`src/rtl/sisc_fetch_unit.sv`:
```
// SISC instruction-fetch datapath: PC, IR and a req/valid fetch handshake with stall reporting.
// Optional SISC_BRANCH_COUNT_EN adds saturating taken-branch and fetch counters.
module sisc_fetch_unit #(
  parameter int PC_W    = 16,
  parameter int INSTR_W = 32
) (
  input  logic               clk,
  input  logic               rst_f,
  input  logic               pc_rst,
  input  logic               pc_write,
  input  logic               pc_sel,
  input  logic               br_sel,
  input  logic               ir_load,
  input  logic [INSTR_W-1:0] imem_rdata,
  input  logic               imem_valid,
  output logic               imem_req,
  output logic [PC_W-1:0]    imem_addr,
  output logic               fetch_stall,
  output logic [INSTR_W-1:0] instr,
  output logic [3:0]         opcode,
  output logic [3:0]         mm,
  output logic [15:0]        imm
`ifdef SISC_BRANCH_COUNT_EN
  ,
  output logic [15:0]        br_taken_cnt,
  output logic [15:0]        fetch_cnt
`endif
);

  typedef enum logic [0:0] {
    ST_IDLE = 1'b0,
    ST_WAIT = 1'b1
  } state_t;

  state_t             state_q, state_d;
  logic [PC_W-1:0]    pc_q, pc_d;
  logic [INSTR_W-1:0] ir_q, ir_d;

  logic [PC_W-1:0]    pc_inc;
  logic [PC_W-1:0]    imm_zext;
  logic [PC_W-1:0]    imm_sext;
  logic [PC_W-1:0]    br_target;
  logic [15:0]        imm_w;
  logic               capture;
  logic               br_upd;

  assign imm_w = ir_q[15:0];

  // Capture is the only way out of WAIT; pc_rst overrides any pending fetch.
  assign capture = !pc_rst && imem_valid &&
                   ((state_q == ST_IDLE && ir_load) || state_q == ST_WAIT);
  assign br_upd  = !pc_rst && (state_q == ST_IDLE) && !ir_load && pc_write && pc_sel;

  always_comb begin
    imm_zext = '0;
    imm_sext = '0;
    for (int i = 0; i < PC_W; i++) begin
      imm_zext[i] = (i < 16) ? imm_w[i[3:0]] : 1'b0;
      imm_sext[i] = (i < 16) ? imm_w[i[3:0]] : imm_w[15];
    end
    pc_inc    = pc_q + PC_W'(1);
    br_target = br_sel ? imm_zext : (pc_q + imm_sext);
  end

  always_comb begin
    state_d = state_q;
    pc_d    = pc_q;
    ir_d    = ir_q;
    if (pc_rst) begin
      state_d = ST_IDLE;
      pc_d    = '0;
    end else begin
      case (state_q)
        ST_IDLE: begin
          if (ir_load) begin
            // A concurrent pc_write increment is the same increment as the fetch.
            if (imem_valid) begin
              ir_d = imem_rdata;
              pc_d = pc_inc;
            end else begin
              state_d = ST_WAIT;
            end
          end else if (pc_write) begin
            pc_d = pc_sel ? br_target : pc_inc;
          end
        end
        ST_WAIT: begin
          if (imem_valid) begin
            ir_d    = imem_rdata;
            pc_d    = pc_inc;
            state_d = ST_IDLE;
          end
        end
        default: state_d = ST_IDLE;
      endcase
    end
  end

  always_ff @(posedge clk or negedge rst_f) begin
    if (!rst_f) begin
      state_q <= ST_IDLE;
      pc_q    <= '0;
      ir_q    <= '0;
    end else begin
      state_q <= state_d;
      pc_q    <= pc_d;
      ir_q    <= ir_d;
    end
  end

  assign imem_req    = ir_load | (state_q == ST_WAIT);
  assign imem_addr   = pc_q;
  assign fetch_stall = (state_q == ST_WAIT);
  assign instr       = ir_q;
  assign opcode      = ir_q[31:28];
  assign mm          = ir_q[27:24];
  assign imm         = ir_q[15:0];

`ifdef SISC_BRANCH_COUNT_EN
  logic [15:0] br_cnt_q, br_cnt_d;
  logic [15:0] fetch_cnt_q, fetch_cnt_d;

  always_comb begin
    br_cnt_d    = br_cnt_q;
    fetch_cnt_d = fetch_cnt_q;
    if (pc_rst) begin
      br_cnt_d    = '0;
      fetch_cnt_d = '0;
    end else begin
      if (br_upd && br_cnt_q != 16'hFFFF)
        br_cnt_d = br_cnt_q + 16'd1;
      if (capture && fetch_cnt_q != 16'hFFFF)
        fetch_cnt_d = fetch_cnt_q + 16'd1;
    end
  end

  always_ff @(posedge clk or negedge rst_f) begin
    if (!rst_f) begin
      br_cnt_q    <= '0;
      fetch_cnt_q <= '0;
    end else begin
      br_cnt_q    <= br_cnt_d;
      fetch_cnt_q <= fetch_cnt_d;
    end
  end

  assign br_taken_cnt = br_cnt_q;
  assign fetch_cnt    = fetch_cnt_q;
`else
  logic unused_br_upd;
  assign unused_br_upd = br_upd;
`endif

endmodule

```
`config.mk`:
```
export PLATFORM = sky130hd
export DESIGN_NAME = sisc_fetch_unit
export DESIGN_NICKNAME = d
export VERILOG_FILES = /design/src/rtl/sisc_fetch_unit.sv
export SDC_FILE = /design/constraint.sdc
export NUM_CORES = 1
export LEC_CHECK = 0
export BUFFER_PORTS_ARGS = -buffer_cell sky130_fd_sc_hd__buf_2
export CORE_MARGIN = 3
export CORE_UTILIZATION = 40
export DETAILED_ROUTE_END_ITERATION = 10
export HOLD_SLACK_MARGIN = 0.08
export PLACE_DENSITY = 0.69
export SLEW_MARGIN = 20
export SYNTH_ARGS = -nofsm -noshare
export SYNTH_HDL_FRONTEND = slang
export SYNTH_SLANG_ARGS = --single-unit
```
`constraint.sdc`:
```
create_clock -name clk -period 5.4 [get_ports clk]
set_input_delay 0.27 -clock clk [delete_from_list [all_inputs] [get_ports clk]]
set_output_delay 0.27 -clock clk [all_outputs]
set_load 0.03 [all_outputs]
```
==> impl_metrics.json <==
{
  "final_area_mm2": 0.00411,
  "r2r_cells": 9,
  "seq_power_share_pct": 37.9,
  "insertion_delay_ns": 0.31,
  "synth_nets": 447,
  "start_util_pct": 42.4,
  "cts.sinks": 49,
  "placed_cell_area_mm2": 0.00403,
  "cts_max_level": 2,
  "route.detailed.drc": 0,
  "synth-seq-area-share_pct": 34.4,
  "layout-drive-gt1-share_pct": 33.1,
  "max_freq_mhz": 378,
  "reg2reg_slack_ns": 2.75,
  "synth_area_mm2": 0.00357,
  "first_pass_iters": 5,
  "totalWireLength_um": 10100,
  "power_density_mw_per_mm2": 316,
  "wl_per_cell_um": 17.4,
  "synth_top_cell_by_area": "dfrtp_1",
  "finalCritPeriodShare_pct": 49.0,
  "power.share.clock_pct": 17.2,
  "r2r_start": "imem_addr[0]",
  "synth.area.top_cells": "dfrtp_1 34%, mux2_2 9.8%, ha_1 5.6%",
  "intPower_uw": 714,
  "die_h_um": 100,
  "synth_most_common_cell": "dfrtp_1",
  "row_count": 33,
  "grt_pass1_wl_um": 16000,
  "grt_max_degree": 50,
  "p_sw_uw": 584,
  "n_antenna_cell": 0,
  "hpwl_um": 7580,
  "postCtsSetupRepairBufs": 0,
  "core_area_mm2": 0.00842,
  "cp-start-kind": "register",
  "period_minus_slack_ns": 2.65,
  "final_max_slew_viol_count": 0,
  "io_pins": 114,
  "peakVddDrop_v": 0.000155,
  "rsz0062_at_grt": "false",
  "overflow": 0,
  "vias": 3334,
  "placed_cells": 569,
  "worstPathMaxFanout": 8,
  "netSwitchingFraction_pct": 45.0,
  "fin_tns_setup_ns": 0,
  "synth_cell_types": 59,
  "worstMarginPinSlew_ns": 0.979,
  "syn_area_per_cell_um2": 9.15,
  "grt_antenna_before_repair": 0,
  "io_buffers": 113,
  "leakage_uw": 0.00191,
  "p_comb_share_pct": 44.8,
  "finalNonFillerCells": 577,
  "min_path_type": "input port to asynchronous set/reset pin",
  "clk_root_buffer_cell": "clkbuf_8",
  "detail-route-antenna-nets": 0,
  "cts_tree": "yes",
  "skew_ns": 0.00656,
  "path_class": "register to register",
  "worst_ep_arrival_time_ns": 2.85,
  "syn_inst": 390,
  "async_flop_share_pct": 100,
  "clk_path_buf_depth": 2,
  "grtUsageTotal_pct": 19.8,
  "endpoint_kind": "register",
  "hold_buffers": 0,
  "synth_top_area_share_pct": 34.4,
  "slew_headroom_pct": 34.6,
  "grt_pass1_vias": 3043,
  "die_area_mm2": 0.0101,
  "clk_pin_slew_ns": 0.09,
  "synth_edf_count": 0,
  "viasPerCell": 5.78,
  "synthFlopType": "dfrtp_1",
  "gp_congestion": 0.952,
  "setup_violations": 0,
  "hold_violations": 0,
  "r2r_end": "imem_addr[12]",
  "ys_seq_elements": 49,
  "nets": 528,
  "synthTopCellsByCount": "49 x dfrtp_1, 33 x nand2_1, 31 x mux2_2, 25 x nor2_1, 24 x buf_4",
  "drt_iter0_markers": 270,
  "syn_to_final_growth_pct": 15.2,
  "drv_cap": 0,
  "ctsResizeCount": 0,
  "required_ns": 5.60,
  "yosysWarningCount": 0,
  "numCtsBuffers": 5,
  "outcome": "finished clean",
  "fp.dieW_um": 100
}
-- worst max-delay path by stage --
stage	to	from	cells past startpoint
after floorplan	imem_addr[12]	imem_addr[0]	9
after detailed placement	imem_addr[12]	imem_addr[0]	9
after global placement	imem_addr[12]	imem_addr[0]	9
after CTS	imem_addr[12]	imem_addr[0]	9
final	imem_addr[12]	imem_addr[0]	9
after global routing	imem_addr[12]	imem_addr[0]	9
-- sequential cells by signal, indices dropped and copies added (netlist names) --
name and cells:
imem_addr 16, instr 32, fetch_stall 1
-- stage by stage --
step | setup slack (ns) | util [%] | total power (uW) | hold slack (ns)
after detailed placement | 2.80 | 47.8 | 1080 | 0.427
after global routing | 2.58 | 48.8 | 1380 | 0.117
final | 2.75 | 48.8 | 1300 | 0.0659
after CTS | 2.77 | 48.8 | 1310 | 0.0884
after global placement | 2.90 | 47.8 | 1070 | 0.414
after floorplan | 2.84 | - | 951 | -0.0256
-- critical path, cell delays in order, from the launching register on --
cell,delay [ns]
dfrtp_1,0.48
ha_1,0.24
inv_1,0.06
fa_1,0.39
nor2b_1,0.19
o31a_1,0.23
o21ai_1,0.15
o311ai_0,0.37
xor2_1,0.11
a211o_1,0.30
-- power by group through the flow --
stage / Clock (uW) / Sequential (uW) / Combinational (uW)
5_1_grt: 248 / 504 / 626
3_5_place_dp: 0 / 499 / 582
6_report: 224 / 492 / 582
3_3_place_gp: 0 / 495 / 577
2_1_floorplan: 0 / 597 / 354
4_1_cts: 231 / 492 / 585
-- final cells by class --
class	instances	area (um^2)
Fill cell	853	4310
Multi-Input combinational cell	289	2050
Sequential cell	49	1230
Timing Repair Buffer	114	573
Tap cell	105	131
Clock buffer	7	76.3
Inverter	12	45.0
Clock inverter	1	7.51
-- routing by layer --
metal	up-vias	wire length, um	share of wire (%)	GRT usage (%)
li1	1584	-	-	-
met1	1597	4320	43	27.6
met5	-	0	0	0
met3	15	746	7.4	3.25
met2	138	4830	48	31.8
met4	0	160	1.6	5.80
-- cell families (layout without fill, tap and decap cells) --
kind of cell	count (synthesis)	after routing	share of synthesized area, %
AO/OA/AOI/OAI	107	107	20.3
XOR/XNOR	14	14	3.44
adder cells (fa/ha/maj)	17	17	6.17
buffers and inverters	52	134	8.27
flip-flops	49	49	34.4
multiplexers	35	35	10.9
AND/OR/NAND/NOR	116	116	16.5
-- cell usage in the layout, fill, tap and decap left out, types with 5 or more instances in the layout --
| cell type | instances |
|---|---|
| o21ai_0 | 23 |
| nand3_1 | 10 |
| o21a_1 | 6 |
| nor3_1 | 8 |
| clkbuf_8 | 5 |
| nand2_1 | 33 |
| nor2_1 | 25 |
| nor2b_1 | 6 |
| buf_2 | 113 |
| ha_1 | 16 |
| xnor2_1 | 6 |
| xor2_1 | 8 |
| mux2_2 | 31 |
| a21oi_1 | 22 |
| dfrtp_1 | 49 |
| inv_1 | 11 |
| and3_1 | 5 |
| o211ai_1 | 12 |
| nand4_1 | 6 |
No activity file was read; power rests on OpenSTA's default activity.
